[src/rtl/instr_fetch_seq.sv]
// Purpose: instruction fetch sequencer; holds the PC, reads instruction memory and issues words to decode.
// Latency: run in IDLE -> instrValid three cycles later; at most one instruction every three cycles.
// Backpressure: ISSUE holds instr/opcode/pcOut stable until instrValid & instrReady; no new read meanwhile.
//
// Ports:
//   clk, rst_n          clock and asynchronous active-low reset
//   run                 leave IDLE (sampled in IDLE only)
//   imemRdEn/imemAddr   synchronous read request; data returns on imemData one cycle later
//   instrValid/Ready    issue handshake towards the decoder; instr, opcode, pcOut qualified by instrValid
//   branchTaken/Target  redirect taken on the handshake cycle only
//   flush/flushTarget   redirect from any non-IDLE state, overrides branch
//   fetchCount          completed handshakes, wraps at 2^16
module instr_fetch_seq #(
  parameter int unsigned           ADDRLEN   = 32,
  parameter int unsigned           INSTRLEN  = 32,
  parameter int unsigned           OPCODELEN = 7,
  parameter logic [ADDRLEN-1:0]    RESETPC   = '0
) (
  input  logic                 clk,
  input  logic                 rst_n,
  input  logic                 run,
  output logic                 imemRdEn,
  output logic [ADDRLEN-1:0]   imemAddr,
  input  logic [INSTRLEN-1:0]  imemData,
  output logic                 instrValid,
  input  logic                 instrReady,
  output logic [INSTRLEN-1:0]  instr,
  output logic [OPCODELEN-1:0] opcode,
  output logic [ADDRLEN-1:0]   pcOut,
  input  logic                 branchTaken,
  input  logic [ADDRLEN-1:0]   branchTarget,
  input  logic                 flush,
  input  logic [ADDRLEN-1:0]   flushTarget,
  output logic [15:0]          fetchCount
);

  localparam logic [1:0] ST_IDLE    = 2'd0;
  localparam logic [1:0] ST_FETCH   = 2'd1;
  localparam logic [1:0] ST_CAPTURE = 2'd2;
  localparam logic [1:0] ST_ISSUE   = 2'd3;

  logic [1:0]          state, state_nxt;
  logic [ADDRLEN-1:0]  pc, pc_nxt;
  logic [INSTRLEN-1:0] instr_q;
  logic [ADDRLEN-1:0]  pc_out_q;
  logic [15:0]         fetch_cnt;
  logic                handshake;
  logic                flush_act;
  logic                capture_en;

  // Targets are word addresses; the low two bits are dropped on load.
  function automatic logic [ADDRLEN-1:0] word_align(input logic [ADDRLEN-1:0] a);
    return {a[ADDRLEN-1:2], 2'b00};
  endfunction

  // Outputs decode straight from the state register, so an async reset
  // clears the strobes without waiting for a clock edge.
  assign imemRdEn   = (state == ST_FETCH);
  assign imemAddr   = pc;
  assign instrValid = (state == ST_ISSUE);
  assign instr      = instr_q;
  assign opcode     = instr_q[OPCODELEN-1:0];
  assign pcOut      = pc_out_q;
  assign fetchCount = fetch_cnt;

  assign handshake  = instrValid & instrReady;
  assign flush_act  = flush & (state != ST_IDLE);
  // A flush during CAPTURE drops the returning word; instr keeps its old value.
  assign capture_en = (state == ST_CAPTURE) & ~flush;

  always_comb begin
    state_nxt = state;
    pc_nxt    = pc;
    case (state)
      ST_IDLE:    if (run) state_nxt = ST_FETCH;
      ST_FETCH:   state_nxt = ST_CAPTURE;
      ST_CAPTURE: state_nxt = ST_ISSUE;
      ST_ISSUE: begin
        if (handshake) begin
          state_nxt = ST_FETCH;
          pc_nxt    = branchTaken ? word_align(branchTarget) : pc + ADDRLEN'(4);
        end
      end
      default:    state_nxt = ST_IDLE;
    endcase
    // Flush wins over everything, including a branch on the handshake cycle.
    if (flush_act) begin
      state_nxt = ST_FETCH;
      pc_nxt    = word_align(flushTarget);
    end
  end

  always_ff @(posedge clk or negedge rst_n) begin
    if (!rst_n) begin
      state     <= ST_IDLE;
      pc        <= RESETPC;
      instr_q   <= '0;
      pc_out_q  <= '0;
      fetch_cnt <= '0;
    end else begin
      state <= state_nxt;
      pc    <= pc_nxt;
      if (capture_en) begin
        instr_q  <= imemData;
        pc_out_q <= pc;
      end
      // A handshake coincident with a flush still counts as delivered.
      if (handshake) fetch_cnt <= fetch_cnt + 16'd1;
    end
  end

endmodule

[config.mk]
export PLATFORM = sky130hd
export DESIGN_NAME = instr_fetch_seq
export DESIGN_NICKNAME = d
export VERILOG_FILES = /design/src/rtl/instr_fetch_seq.sv
export SDC_FILE = /design/constraint.sdc
export NUM_CORES = 1
export LEC_CHECK = 0
export CAP_MARGIN = 25
export CORE_MARGIN = 2
export CORE_UTILIZATION = 44
export DETAILED_ROUTE_END_ITERATION = 8
export GPL_ROUTABILITY_DRIVEN = 0
export PLACE_DENSITY_LB_ADDON = 0.2
export SYNTH_ARGS = -nofsm -noshare
export SYNTH_HDL_FRONTEND = slang
export SYNTH_SLANG_ARGS = --single-unit
[constraint.sdc]
create_clock -name clk -period 2.44 [get_ports clk]
set_clock_uncertainty 0.2 [all_clocks]
set_input_delay 0.244 -clock clk [delete_from_list [all_inputs] [get_ports clk]]
set_output_delay 0.244 -clock clk [all_outputs]
set_load 0.005 [all_outputs]
==> results.py, run 1 <==
metrics = {
    "timing": {
        "clock.fmax_mhz": 476,
        "finalHoldViolCount": 0,
        "finalCriticalPeriod_ns": 2.10,
        "tightest_slew_ns": 0.632,
        "fin_tns_setup_ns": 0,
        "layout_setup_ws_ns": 0.341,
        "min_period_over_period_pct": 86.0,
        "maxSlewViolCount": 0,
        "whs_ns": 0.229,
        "maxSlewHeadroom_pct": 57.9,
        "grt_setup_unrepaired": "no",
        "setup_viol": 0,
    },
    "global_routing": {
        "grt_max_degree": 48,
        "grt_pass1_vias": 4777,
        "grt.total_usage_pct": 24.0,
        "grt.overflow.total": 0,
        "antenna_found_initial": 0,
        "grt_first_pass_wirelength_microns": 24900,
    },
    "power": {
        "swShare_pct": 33.2,
        "clkPwrFrac_pct": 16.4,
        "seqPwrFrac_pct": 37.8,
        "leakagePower_nw": 3.35,
        "irDropWorstVdd_mv": 0.541,
        "switchingPower_mw": 2.92,
        "p_per_area_nw_per_um2": 1080,
        "internal-power_mw": 5.88,
        "combinationalPowerShare_pct": 45.7,
    },
    "route": {
        "drt_iter0_markers": 210,
        "wirelength_microns": 16000,
        "avgRoutedWirePerCell_microns": 17.6,
        "dr_wl_met3_microns": 1080,
        "drc": 0,
        "via_per_inst": 5.23,
        "drtAntennaViolNets": 0,
        "met1_length_microns": 6460,
        "vias": 4760,
        "drt-pass1-iter-count": 4,
        "wl_met2_microns": 8150,
        "highest_layer": "met4",
    },
    "outcome": {
        "status": "finished, final reports clean",
    },
    "floorplanning": {
        "die_y_microns": 116,
        "core_sq_um": 12100,
        "initial_core_util_pct": 45.5,
        "row_count": 40,
        "die_area_sq_um": 13400,
        "top_level_ports": 223,
        "chipWidth_microns": 116,
    },
    "cells_and_area": {
        "fillers": 969,
        "areaGrowthSynthToFinish_pct": 48.6,
        "register_area_sq_um": 2750,
        "final_cell_count_no_fill": 910,
        "fin_util_pct": 67.6,
        "final_cell_mix": "213 x clkdlybuf4s50_1, 110 x dfrtp_1, 62 x mux2_2",
        "antennaDiodeCount": 0,
        "final_common_cell": "clkdlybuf4s50_1",
        "drive_gt1_share_pct": 15.1,
        "nNetsFinal": 846,
        "multi_input_area_sq_um": 2560,
    },
    "clock_tree": {
        "clockBufferDepth": 2,
        "htreeDepth": 3,
        "path_clk_slew_ns": 0.07,
        "clock-root-buffer": "clkbuf_16",
        "ctsResizeCount": 0,
        "clock-sinks": 110,
        "cts_buffers": 9,
        "clock_latency_ns": 0.35,
        "cts_tree": "done",
    },
    "logic_synthesis": {
        "synth_enable_flop_cells": 0,
        "synthMuxAreaShare_pct": 14.8,
        "syn_inst": 528,
        "ys.flop_type": "dfrtp_1",
        "ys_seq_elements": 110,
        "async_flop_share_pct": 100,
        "yosysSeqAreaShare_pct": 50.0,
        "syn_area_per_cell_sq_um": 10.4,
        "synth_area_sq_um": 5510,
        "synth-xor-area-share_pct": 3.82,
        "synth.distinct_cells": 52,
        "ys_warn_count": 0,
        "synth-compound-area-share_pct": 9.95,
        "synth_top_family_by_area": "simple AND/OR/NAND/NOR gates",
        "synth-simple-area-share_pct": 15.8,
        "synth_fa_ha_area_share_pct": 1.59,
    },
    "place": {
        "dpl.hpwl_microns": 11800,
        "dp_slack_ns": 0.321,
        "port_buffers": 214,
        "dp_cells": 893,
    },
    "hold_path": {
        "hold_class": "input port to flop",
    },
    "worst_setup_path": {
        "arrival_ns": 2.18,
        "cp.required_ns": 2.52,
        "critical_path_class": "flop to flop",
        "cp_max_fo": 27,
        "cp-end-kind": "flop",
        "start_kind": "flop",
    },
    "job": {
        "drv_cap": 0,
    },
}
flip-flops by register name (all words and copies together), names as in the netlist:
register / count
fetchCount: 16
imemAddr: 30
instr: 32
pcOut: 30
state: 2
critical path, cell delays in order (launching register included):
cell	delay, ns
dfrtp_1	0.43
ha_1	0.26
and2_2	0.26
buf_4	0.25
o211ai_1	0.12
o21ai_0	0.10
mux2_4	0.28
a21oi_2	0.12
synthesized netlist by cell type (9+ instances only):
cell,instances,area [sq um]
nand2_1,57,214
buf_4,11,82.6
o21ai_1,17,85.1
mux2i_1,9,90.1
a21oi_1,44,220
nor3_1,11,55.1
nand4_1,15,93.8
xnor2_1,10,87.6
nand3_1,36,180
dfrtp_1,110,2750
xor2_1,14,123
clkbuf_1,22,82.6
mux2_2,62,698
nor2_1,29,109
path summary, 6_finish.rpt:
check	to	depth (start not counted)	startpoint	slack, ns
worst max-delay path	imemAddr[31]	7	state[0]	0.34
worst min-delay path	imemAddr[5]	3	flushTarget[5]	0.23
worst max register to register	imemAddr[31]	7	state[0]	0.34
worst min register to register	fetchCount[15]	1	fetchCount[15]	0.30
max in group asynchronous	instr[12]	3	rst_n	1.08
min in group asynchronous	pcOut[17]	2	rst_n	0.24
final cells by class:
class	count	area share (%)
clock buffers	12	3.26
multi-input cells	374	31.3
inverters	7	0.321
clock inverters	4	0.367
well taps	168	2.57
repair buffers	235	28.6
flip-flops and latches	110	33.6
metal layers:
| layer | track usage, % | vias to the layer above |
|---|---|---|
| met5 | 0 | - |
| met1 | 30.6 | 2289 |
| met4 | 8.73 | 0 |
| li1 | - | 2279 |
| met2 | 40.7 | 171 |
| met3 | 4.92 | 21 |
cell families (layout without fill, tap and decap cells):
family | Yosys count | in the layout
simple gates | 172 | 172
flops | 110 | 110
compound gates | 94 | 94
mux | 73 | 73
buf+inv | 47 | 258
xor+xnor | 24 | 24
fa+ha+maj | 7 | 7
other cells | 1 | 4
power groups by stage:
stage	clock network, mW	logic, mW	registers, mW
after floorplan	0	1.64	3.31
after global placement	0	3.93	3.30
after detailed placement	0	4.04	3.36
after CTS	1.48	4.07	3.33
after global routing	1.56	4.38	3.46
final	1.45	4.02	3.33
repair_timing:
action                    4_1_cts  5_1_grt
hold endpoints to repair       42        0
buffers inserted                0        0
hold buffers                    1        0
through the flow:
stage / total power [mW] / area [sq um]
after CTS: 8.88 / 8180
after floorplan: 4.95 / 5520
after detailed placement: 7.39 / 7880
after global placement: 7.22 / 7880
after global routing: 9.39 / 8180
final: 8.80 / 8180
Power figures use the tool's default switching activity.
==> inputs of run 2 (changes only) <==
Settings changed: TNS_END_PERCENT from default to 20.
==> results of run 2 <==
Final layout, timing and power as in run 1 (identical DEF).
